$ cat config.mk
export PLATFORM = sky130hd
export DESIGN_NAME = wic_controller_flat
export DESIGN_NICKNAME = d
export VERILOG_FILES = /design/src/rtl/wic_pkg.sv /design/src/rtl/wic_controller_if.sv /design/src/rtl/wic_line_detect.sv /design/src/rtl/wic_controller.sv /design/src/flat_wrapper.sv
export SDC_FILE = /design/constraint.sdc
export NUM_CORES = 1
export LEC_CHECK = 0
export CORE_ASPECT_RATIO = 0.5
export CORE_MARGIN = 2
export CORE_UTILIZATION = 48
export DETAILED_ROUTE_END_ITERATION = 16
export GPL_ROUTABILITY_DRIVEN = 0
export PLACE_DENSITY = 0.81
export SLEW_MARGIN = 0
export SYNTH_ARGS = -nofsm -noshare
export SYNTH_HDL_FRONTEND = slang
export SYNTH_HIERARCHICAL = 1
export SYNTH_SLANG_ARGS = --single-unit
$ cat constraint.sdc
create_clock -name FCLK -period 2.55 [get_ports FCLK]
set_input_delay 0.3825 -clock FCLK [delete_from_list [all_inputs] [get_ports FCLK]]
set_output_delay 0.3825 -clock FCLK [all_outputs]
set_load 0.02 [all_outputs]
$ cat src/rtl/wic_pkg.sv
// Shared types and limits for the wake-up interrupt controller.
package wic_pkg;

  localparam int WICLINES_MAX = 64;
  localparam int ACKDLY_MAX   = 15;

  typedef enum logic [1:0] {
    ST_IDLE   = 2'd0,
    ST_ARMING = 2'd1,
    ST_ARMED  = 2'd2,
    ST_WAKE   = 2'd3
  } wic_state_e;

endpackage

$ cat src/rtl/wic_controller_if.sv
// Core <-> WIC signal bundle; master is the core side, slave is the WIC.
interface wic_controller_if #(
  parameter int WICLINES = 34
);

  logic                WICENREQ;
  logic                WICENACK;
  logic [WICLINES-1:0] WICMASK;
  logic [WICLINES-1:0] WICMODE;
  logic [WICLINES-1:0] WICINT;
  logic                WICCLEAR;
  logic [WICLINES-1:0] WICSENSE;
  logic [WICLINES-1:0] WICPEND;
  logic                WAKEUP;

  modport master (
    output WICENREQ, WICMASK, WICMODE, WICINT, WICCLEAR,
    input  WICENACK, WICSENSE, WICPEND, WAKEUP
  );

  modport slave (
    input  WICENREQ, WICMASK, WICMODE, WICINT, WICCLEAR,
    output WICENACK, WICSENSE, WICPEND, WAKEUP
  );

endinterface

$ cat src/rtl/wic_line_detect.sv
// One wake-up sense line: captured detect mode, previous sample and sticky pending bit.
module wic_line_detect (
  input  logic clk,
  input  logic rst,
  input  logic intr,
  input  logic sense,
  input  logic load,
  input  logic mode_in,
  input  logic detect_en,
  input  logic clr,
  output logic pend,
  output logic hit
);

  logic mode_p0;
  logic prev_p0;

  // prev_p0 tracks the line in every state so a line already high at arm never looks like an edge
  always_ff @(posedge clk or posedge rst) begin
    if (rst) begin
      mode_p0 <= 1'b0;
      prev_p0 <= 1'b0;
    end else begin
      prev_p0 <= intr;
      if (load) mode_p0 <= mode_in;
    end
  end

  assign hit = detect_en & sense & (mode_p0 ? (intr & ~prev_p0) : intr);

  // set dominates clear so a coincident event is never lost
  always_ff @(posedge clk or posedge rst) begin
    if (rst)      pend <= 1'b0;
    else if (hit) pend <= 1'b1;
    else if (clr) pend <= 1'b0;
  end

endmodule

$ cat src/rtl/wic_controller.sv
// Wake-up interrupt controller: arms on core request, watches masked lines, raises WAKEUP.
module wic_controller
  import wic_pkg::*;
#(
  parameter int WICLINES = 34,
  parameter int ACKDLY   = 1
) (
  input  logic                    FCLK,
  input  logic                    PORESET,
  wic_controller_if.slave         bus
);

  if (WICLINES < 2 || WICLINES > WICLINES_MAX) begin : g_bad_wiclines
    $error("wic_controller: WICLINES=%0d outside 2..%0d", WICLINES, WICLINES_MAX);
  end
  if (ACKDLY < 0 || ACKDLY > ACKDLY_MAX) begin : g_bad_ackdly
    $error("wic_controller: ACKDLY=%0d outside 0..%0d", ACKDLY, ACKDLY_MAX);
  end

  localparam logic [3:0] ACKDLY_L = 4'(ACKDLY);

  wic_state_e          state;
  wic_state_e          nxt;
  logic [3:0]          cnt;
  logic [3:0]          cnt_d;
  logic [WICLINES-1:0] sense_q;
  logic [WICLINES-1:0] sense_d;
  logic [WICLINES-1:0] hit_vec;
  logic [WICLINES-1:0] pend_vec;
  logic                ack_q;
  logic                ack_d;
  logic                wake_q;
  logic                wake_d;
  logic                arm;
  logic                detect_en;
  logic                any_hit;

  assign arm       = (state == ST_IDLE) & bus.WICENREQ;
  assign detect_en = (state == ST_ARMED) | (state == ST_WAKE);
  assign any_hit   = |hit_vec;

  for (genvar i = 0; i < WICLINES; i++) begin : g_line
    wic_line_detect u_line (
      .clk       (FCLK),
      .rst       (PORESET),
      .intr      (bus.WICINT[i]),
      .sense     (sense_q[i]),
      .load      (arm),
      .mode_in   (bus.WICMODE[i]),
      .detect_en (detect_en),
      .clr       (bus.WICCLEAR | arm),
      .pend      (pend_vec[i]),
      .hit       (hit_vec[i])
    );
  end

  // state and registered outputs
  always_ff @(posedge FCLK or posedge PORESET) begin
    if (PORESET) begin
      state   <= ST_IDLE;
      cnt     <= 4'd0;
      sense_q <= '0;
      ack_q   <= 1'b0;
      wake_q  <= 1'b0;
    end else begin
      state   <= nxt;
      cnt     <= cnt_d;
      sense_q <= sense_d;
      ack_q   <= ack_d;
      wake_q  <= wake_d;
    end
  end

  always_comb begin
    nxt = state;
    case (state)
      ST_IDLE:   if (bus.WICENREQ) nxt = ST_ARMING;
      ST_ARMING: begin
        if (!bus.WICENREQ)     nxt = ST_IDLE;
        else if (cnt == 4'd0)  nxt = ST_ARMED;
      end
      ST_ARMED: begin
        if (!bus.WICENREQ)     nxt = ST_IDLE;
        else if (any_hit)      nxt = ST_WAKE;
      end
      ST_WAKE:   if (!bus.WICENREQ) nxt = ST_IDLE;
      default:   nxt = ST_IDLE;
    endcase
  end

  // outputs are decoded from the next state so they change together with the state flops
  always_comb begin
    ack_d   = (nxt == ST_ARMED) | (nxt == ST_WAKE);
    wake_d  = (nxt == ST_WAKE);
    cnt_d   = cnt;
    sense_d = sense_q;
    if (arm) begin
      cnt_d   = ACKDLY_L;
      sense_d = bus.WICMASK;
    end else if (nxt == ST_IDLE) begin
      cnt_d   = 4'd0;
      sense_d = '0;
    end else if (state == ST_ARMING && cnt != 4'd0) begin
      cnt_d   = cnt - 4'd1;
    end
  end

  assign bus.WICENACK = ack_q;
  assign bus.WAKEUP   = wake_q;
  assign bus.WICSENSE = sense_q;
  assign bus.WICPEND  = pend_vec;

endmodule

$ cat src/flat_wrapper.sv
// flat-port wrapper written by rule: the top's interface ports become plain ports
module wic_controller_flat import wic_pkg::*;
#(
  parameter int WICLINES = 34,
  parameter int ACKDLY   = 1
)
  (FCLK, PORESET, bus_WICENREQ, bus_WICMASK, bus_WICMODE, bus_WICINT, bus_WICCLEAR, bus_WICENACK, bus_WICSENSE, bus_WICPEND, bus_WAKEUP);
  wic_controller_if #(.WICLINES(WICLINES)) bus_i ();
  input  logic FCLK;
  input  logic PORESET;
  input wire logic [$bits(bus_i.WICENREQ)-1:0] bus_WICENREQ;
  input wire logic [$bits(bus_i.WICMASK)-1:0] bus_WICMASK;
  input wire logic [$bits(bus_i.WICMODE)-1:0] bus_WICMODE;
  input wire logic [$bits(bus_i.WICINT)-1:0] bus_WICINT;
  input wire logic [$bits(bus_i.WICCLEAR)-1:0] bus_WICCLEAR;
  output wire logic [$bits(bus_i.WICENACK)-1:0] bus_WICENACK;
  output wire logic [$bits(bus_i.WICSENSE)-1:0] bus_WICSENSE;
  output wire logic [$bits(bus_i.WICPEND)-1:0] bus_WICPEND;
  output wire logic [$bits(bus_i.WAKEUP)-1:0] bus_WAKEUP;
  assign bus_i.WICENREQ = bus_WICENREQ;
  assign bus_i.WICMASK = bus_WICMASK;
  assign bus_i.WICMODE = bus_WICMODE;
  assign bus_i.WICINT = bus_WICINT;
  assign bus_i.WICCLEAR = bus_WICCLEAR;
  assign bus_WICENACK = bus_i.WICENACK;
  assign bus_WICSENSE = bus_i.WICSENSE;
  assign bus_WICPEND = bus_i.WICPEND;
  assign bus_WAKEUP = bus_i.WAKEUP;
  wic_controller #(.WICLINES(WICLINES), .ACKDLY(ACKDLY)) u_core (.FCLK(FCLK), .PORESET(PORESET), .bus(bus_i));
endmodule
==> Word level (Yosys, flattened, before mapping) <==
Index checks and enable logic that the tools add are counted.
{ "word_totals": {"ff_bits": 144, "inputBits": 106, "output_inout_bits": 70} }
{ "op_classes": {"addsub": 1, "n_eq_ne": 5, "muxes": 81, "bitwise": 140, "reduce_logical": 42} }
{ "op_table": {"columns": ["op", "n"], "rows": [
  ["AND 1 bit", 103],
  ["nonzero test 2 bit", 35],
  ["two-way mux 1 bit", 69],
  ["two-way mux 34 bit", 2],
  ["NOT 1 bit", 34],
  ["OR reduction 34 bit", 1],
  ["two-way mux 2 bit", 6],
  ["two-way mux 4 bit", 3],
  ["equality test 2 bit, second input constant", 4],
  ["case mux 2 bit (4 select lines)", 1],
  ["zero test 2 bit", 2],
  ["zero test 4 bit", 1],
  ["nonzero test 4 bit", 1],
  ["subtractor 4 x 1 -> 4 bit, second input constant", 1],
  ["bitwise OR 1 bit", 3],
  ["nonzero test 3 bit", 1],
  ["equality test 2 x 1 -> 1 bit, second input constant", 1],
  ["logical AND 1 bit", 1]
]} }

==> Depth between registers and ports, before layout <==
Gate-level depths: netlist of the first run.
{ "depth": {"ltp_word": 11, "mapped_depth": 7, "mapped_depth_nobuf": 6} }

==> Cells and area by module <==
Netlist of the first run, hierarchy kept.
{ "by_module_without_submodules": {"columns": ["mod", "instances", "cells_per_inst", "area_each_um2", "seq_area_each_um2"], "rows": [
  ["wic_line_detect", 34, 10, 125.1, 75.1],
  ["wic_controller", 1, 200, 1826.8, 1026.0]
]} }

==> Least setup slack after synthesis of the first run <==
No wires, ideal clock.
{ "synth_timing": {"path_type": "flip-flop to flip-flop", "from": "register u_core/bus.WICENACK (netlist name)", "to": "register u_core.g_line[0].u_line.pend", "setup_time_ps": 180, "arrival_ps": 2133, "slack_ps": 237, "path_stages_with_launch": 4, "synth_period_minus_slack_ps": 2313, "path_cell_list": "dfrtp_1 or3_4 nand2b_1 o22ai_2"} }
{ "synth_lines": {"columns": ["item", "line", "text"], "rows": [
  ["end signal, assigned", "wic_line_detect.sv:33", "if (rst) pend <= 1'b0;"],
  ["end signal, assigned", "wic_line_detect.sv:34", "else if (hit) pend <= 1'b1;"],
  ["end signal, assigned", "wic_line_detect.sv:35", "else if (clr) pend <= 1'b0;"],
  ["end, declared", "wic_line_detect.sv:11", "output logic pend,"]
]} }

==> Worst setup path in the final report of the first run <==
{ "layout_timing": {"from": "register u_core.ack_q, in the netlist u_core/bus.WICENACK", "to": "output port bus_WICENACK"} }
{ "layout_lines": {"columns": ["item", "line", "text"], "rows": [
  ["start, declared", "wic_controller.sv:30", "logic ack_q;"],
  ["start signal, assigned", "wic_controller.sv:69", "ack_q <= ack_d;"],
  ["end, declared", "flat_wrapper.sv:16", "output wire logic [$bits(bus_i.WICENACK)-1:0] bus_WICENACK;"]
]} }
No word-level cell between the ends.

==> results of run 1 <==
-- logic make-up after synthesis --
| group | Yosys count | synth area share (%) |
|---|---|---|
| flip-flops | 143 | 58.85 |
| buffers and inverters | 85 | 5.823 |
| AND/OR/NAND/NOR | 199 | 15.25 |
| adder cells (fa/ha/maj) | 2 | 0.4115 |
| XOR/XNOR | 3 | 0.4322 |
| multiplexers | 34 | 8.395 |
| AO/OA/AOI/OAI | 74 | 10.84 |
-- synthesized netlist by cell type --
library cell,number
dfrtp_1,143
nand2_1,73
inv_1,72
nor2_1,39
nand3_1,36
and2_1,35
mux2_4,34
o22ai_2,34
o21ai_0,28
nor4_1,9
o21ai_2,8
buf_4,3
clkbuf_1,3
a21oi_1,2
buf_2,2
ha_1,2
xor2_1,2
a211oi_1,1
a31oi_1,1
buf_1,1
buf_6,1
buf_8,1
clkbuf_2,1
clkinv_2,1
nand2b_1,1
nand4_1,1
nor2b_1,1
nor3_1,1
nor3b_1,1
or3_4,1
or3b_1,1
xnor2_1,1
-- routing by layer --
layer,routed length (um),part of all wire (%)
met5,0,0
met4,178,1.1
met3,870,5.5
met2,7988,50
met1,6879,43
-- power groups by stage --
stage | clock [mW] | sequential, mW | combinational, mW
after floorplan | 0 | 3.36 | 1.44
after global placement | 0 | 3.23 | 2.56
after detailed placement | 0 | 3.26 | 2.63
after CTS | 2.48 | 3.24 | 2.67
after global routing | 2.60 | 3.31 | 2.86
final | 2.45 | 3.24 | 2.65
-- layout make-up --
cell class | instances | share of cell area (%)
Clock buffer | 19 | 5.210
Inverter | 73 | 3.181
Tap cell | 165 | 2.375
Timing Repair Buffer | 186 | 21.70
Multi-Input combinational cell | 312 | 24.74
Clock inverter | 13 | 1.583
Sequential cell | 143 | 41.21
-- what timing repair did --
action,4_1_cts,5_1_grt
endpoints found under the hold margin,0,0
endpoints found under the setup margin,1,0
hold buffers,0,0
gates resized for setup,1,0
-- flip-flops by register name, indices dropped and copies added (netlist names) --
name,flops
u_core/bus.WAKEUP,1
u_core/bus.WICENACK,1
u_core/bus.WICSENSE,34
u_core/cnt,4
u_core/g_line.u_line/mode_p0,34
u_core/g_line.u_line/pend,34
u_core/g_line.u_line/prev_p0,34
u_core/state,1
-- metrics by stage --
stage | area, um^2 | std cells | total power, mW | setup slack (ns)
floorplan | 6081 | 540 | 4.803 | 0.2374
global placement | 8100 | 879 | 5.785 | 0.4728
detailed placement | 8100 | 879 | 5.891 | 0.4117
CTS | 8693 | 911 | 8.385 | 0.1255
global route | 8693 | 911 | 8.766 | 0.07079
finish | 8693 | 911 | 8.347 | 0.1527
-- path summary, 6_finish.rpt --
kind / startpoint / endpoint / cells after the start
setup / recovery: u_core/bus.WICENACK$_DFF_PP0_ / bus_WICENACK / 2
hold / removal: PORESET / u_core/bus.WICSENSE[12]$_DFFE_PP0P_ / 2
setup reg to reg: u_core/bus.WICENACK$_DFF_PP0_ / u_core/state[0]$_DFF_PP0_ / 6
hold reg to reg: u_core/g_line[32].u_line/mode_p0$_DFFE_PP0P_ / u_core/g_line[32].u_line/mode_p0$_DFFE_PP0P_ / 1
max in group asynchronous: PORESET / u_core/bus.WICENACK$_DFF_PP0_ / 3
min in group FCLK: bus_WICENREQ / u_core/bus.WICENACK$_DFF_PP0_ / 3
-- cells in the final DEF, fill, tap and decap left out, types with 3 or more instances in the layout --
cell,netlist,final
o21ai_2,8,8
and2_1,35,35
nor2_1,39,39
clkbuf_16,0,17
o21ai_0,28,28
nand2_1,73,73
mux2_4,34,34
nand3_1,36,36
clkinv_2,1,4
buf_12,0,5
dfrtp_1,143,142
clkdlybuf4s50_1,0,173
clkinvlp_4,0,3
buf_4,3,6
o22ai_2,34,34
nor4_1,9,9
inv_1,72,71
-- critical path, stage by stage, from the launching register on --
cell             delay [ns]
dfrtp_4                0.64
buf_4                  0.32
clkdlybuf4s50_1        0.64
==> impl_metrics.ini, run 1 <==
[run_status]
status = finished clean

[worst_setup_path]
cp.required_ns = 2.17
path_max_fanout = 25
end_kind = primary output
crit_arrival_ns = 2.01
r2r_setup_slack_ns = 0.50
start_kind = register
crit_type = register to primary output

[detailed_routing]
first_pass_iters = 4
viasPerCell = 5.088
drtIter0Drc = 219
drc = 0
wl_per_cell_um = 17.47
dr_total_vias = 4635
wl_mm = 15.92
ant_nets = 0

[power]
power.share.clock_pct = 29.4
switching_power_mw = 2.655
intPower_mw = 5.691
power_leakage_nw = 3.865
power_frac_comb_pct = 31.8
peakVddDrop_uv = 562.8
power_density_nw_per_um2 = 960.1
switching_share_pct = 31.81
p_seq_share_pct = 38.8

[timing]
slew_headroom_pct = 67.27
finClkSkew_ns = 0.009412
timing.final.crit_share_pct = 94.01
fin_tns_setup_ns = 0
hold_slack_ns = 0.007438
maxSlewViolCount = 0
rsz0062_at_grt = no
finalHoldViolCount = 0
setup_viol = 0
min_period_ns = 2.397
fmax_ghz = 0.4171
worst_pin_slew_ns = 0.4902

[cts]
cts_buffer_depth = 2
ctsHtreeMaxLevel = 4
cts_tree = done
cts_setup_buffers = 0
clock_latency_ns = 0.41
clockRootBuffer = clkbuf_16
clock-sinks = 143
numCtsBuffers = 17
clk_pin_slew_worst_paths_ns = 0.06

[synth]
syn_area_um2 = 6081
syn_nets = 648
synthTopCellsByArea = dfrtp_1 (59%), mux2_4 (8.4%), o22ai_2 (7.0%)
avgSynthCellArea_um2 = 11.26
synth_cells = 540
synthDistinctLibCells = 32
yosysWarnings = 6
yosysSeqAreaShare_pct = 58.85
synth_top_area_share_pct = 58.85
ys_ff_latch = 143
synth_top_cell_by_area = dfrtp_1

[finish]
area_growth_pct = 42.96
diodes = 0
n_fill_cell = 845
nets = 841
layout-drive-gt1-share_pct = 16.89
multi_input_area_um2 = 2151
seq_area_um2 = 3582
final_util_pct = 71.93

[die]
rows = 28
start_util_pct = 50.31
core_region_area_um2 = 12090
die_w_um = 163.2
die-area_um2 = 13640
pin_count = 176
die_h_um = 83.59

[place]
place_hpwl_mm = 11.24
numPortBuffers = 175

[flow_run]
drv_cap = 0

[global_routing]
grt_usage_pct = 24.67
busiest_layer = met2
grt-ovfl-total = 0
grt.met2_usage_pct = 42.04
grt_max_degree = 38
met3_usage_pct = 5.514
grt_pass1_wl_mm = 25.99
grt_pass1_vias = 4995
antenna_found_initial = 0
grt_use_met1_pct = 31.85

[min_path]
hold_class = input port to async pin
No activity file was read; power rests on OpenSTA's default activity.
==> run 2, diff against run 1 <==
- CORE_UTILIZATION: 48 -> 43
- PLACE_DENSITY: 0.81 -> 0.76
- clock period: 2.55 -> 2.19 ns (I/O delays scaled with it)
==> run 2 against run 1 <==
Largest cell class unchanged. Non-clock buffer count rose by 7. Die area rose by 11%. Critical path depth rose by 6. Clock skew barely moved. Final area rose by 0.99%. Cell count rose by 3.7%.
==> impl_metrics.ini, run 2 (synthesis gave the netlist of run 1 again) <==
[worst_setup_path]
crit_slowest_cell = dfrtp_2
reg2reg_depth = 8
crit_arrival_ns = 2.27
start_kind = register
r2r_setup_slack_ns = 0.18
path_cells = buf_4, buf_4, nand3_1, nor2_1, nor4_1, nand2_1, nor4_1, a31oi_1
cp.required_ns = 2.45
cpPeakStageDelay_ns = 0.40
end_kind = register
path_max_fanout = 11
r2r-end = u_core/state[0]$_DFF_PP0_
crit_type = register to register
cp-endpoint = u_core/state[0]$_DFF_PP0_
crit_path_start = u_core/bus.WICENACK$_DFF_PP0_
rr_startpoint = u_core/bus.WICENACK$_DFF_PP0_

[timing]
layout_setup_ws_ns = 0.1778
timing.final.crit_share_pct = 91.88
slew_headroom_pct = 67.52
fin_tns_setup_ns = 0
maxSlewViolCount = 0
finalHoldViolCount = 0
finClkSkew_ns = 0.009837
worst_pin_slew_ns = 0.4865
min_period_ns = 2.012
setup_viol = 0
rsz0062_at_grt = no
hold_slack_ns = 0.1924
fmax_ghz = 0.4970

[min_path]
hold_class = input port to register
whs_path_depth = 3

[die]
die_w_um = 172.2
die-area_um2 = 15170
start_util_pct = 44.51
pin_count = 176
core_region_area_um2 = 13660
die_h_um = 88.09
rows = 30

[cts]
cts_tree = done
cts_buffer_depth = 2
numCtsBuffers = 17
clk_pin_slew_worst_paths_ns = 0.06
clock_latency_ns = 0.41
clockRootBuffer = clkbuf_16
clock-sinks = 143
ctsHtreeMaxLevel = 4
cts.repair.resized = 0

[global_routing]
grt-ovfl-total = 0
grt_usage_pct = 21.26
grt_pass1_wl_mm = 24.47
grt_max_degree = 40
grt_pass1_vias = 4851
antenna_found_initial = 0

[finish]
diodes = 0
nets = 848
area_growth_pct = 44.38
final_area_um2 = 8780
stdcell_count = 945
final_util_pct = 64.26
layout_common_cells = clkdlybuf4s50_1 (173), dfrtp_1 (142), nand2_1 (73), inv_1 (71), nor2_1 (39)
layout_commonest_cell = clkdlybuf4s50_1
layout-drive-gt1-share_pct = 17.53

[detailed_routing]
wl_per_cell_um = 16.19
drtIter0Drc = 180
ant_nets = 0
dr_total_vias = 4587
first_pass_iters = 4
wl_mm = 15.30
viasPerCell = 4.854
drc = 0

[power]
p_total_mw = 9.799
power_leakage_nw = 3.889
power_density_nw_per_um2 = 1116
peakVddDrop_uv = 503.1

[place]
numPortBuffers = 175
place_hpwl_mm = 11.13
dp_slack_ns = 0.1323
place_area_um2 = 8139
dp.cells = 910

[flow_run]
drv_cap = 0

[run_status]
status = finished clean
==> run 2: worst max-delay path, delay by kind of cell (launching register included) <==
family | cells | cell delay, ns
buf+inv | 2 | 0.35
flops | 1 | 0.40
compound gates | 1 | 0.16
simple gates | 5 | 0.97
==> run 2: where the power goes <==
part           switching, mW  leakage (nW)  internal (mW)  total, mW
clock                   1.11         0.284           1.85       2.96
combinational           1.53          1.80           1.63       3.16
sequential             0.398          1.80           3.28       3.68
==> run 2: area by class of cell <==
class,instances,area [um^2]
Timing Repair Buffer,193,1917
Sequential cell,143,3580
Clock buffer,19,452.9
Inverter,73,276.5
Fill cell,1060,4883
Multi-Input combinational cell,312,2151
Tap cell,192,240.2
Clock inverter,13,162.7
==> run 2: worst min-delay path by stage <==
stage / start / to / slack, ns
floorplan: PORESET / u_core/g_line[0].u_line/mode_p0$_DFFE_PP0P_ / 0.08
global placement: PORESET / u_core/bus.WICSENSE[6]$_DFFE_PP0P_ / 0.40
detailed placement: PORESET / u_core/bus.WICSENSE[6]$_DFFE_PP0P_ / 0.40
CTS: bus_WICENREQ / u_core/bus.WICENACK$_DFF_PP0_ / 0.18
global route: bus_WICENREQ / u_core/bus.WICENACK$_DFF_PP0_ / 0.22
finish: bus_WICENREQ / u_core/bus.WICENACK$_DFF_PP0_ / 0.19
==> run 2: repair_timing <==
action / CTS / global route
setup buffers: 2 / 0
endpoints found under the setup margin: 1 / 0
endpoints found under the hold margin: 18 / 0
hold buffers: 1 / 0
==> run 2: per-layer routing <==
layer / vias up / wire length [um] / global-route usage, %
met5: - / 0 / 0
met4: 0 / 278 / 8.251
met3: 24 / 644 / 3.931
met2: 101 / 7526 / 36.29
met1: 2278 / 6848 / 27.41
li1: 2184 / - / -
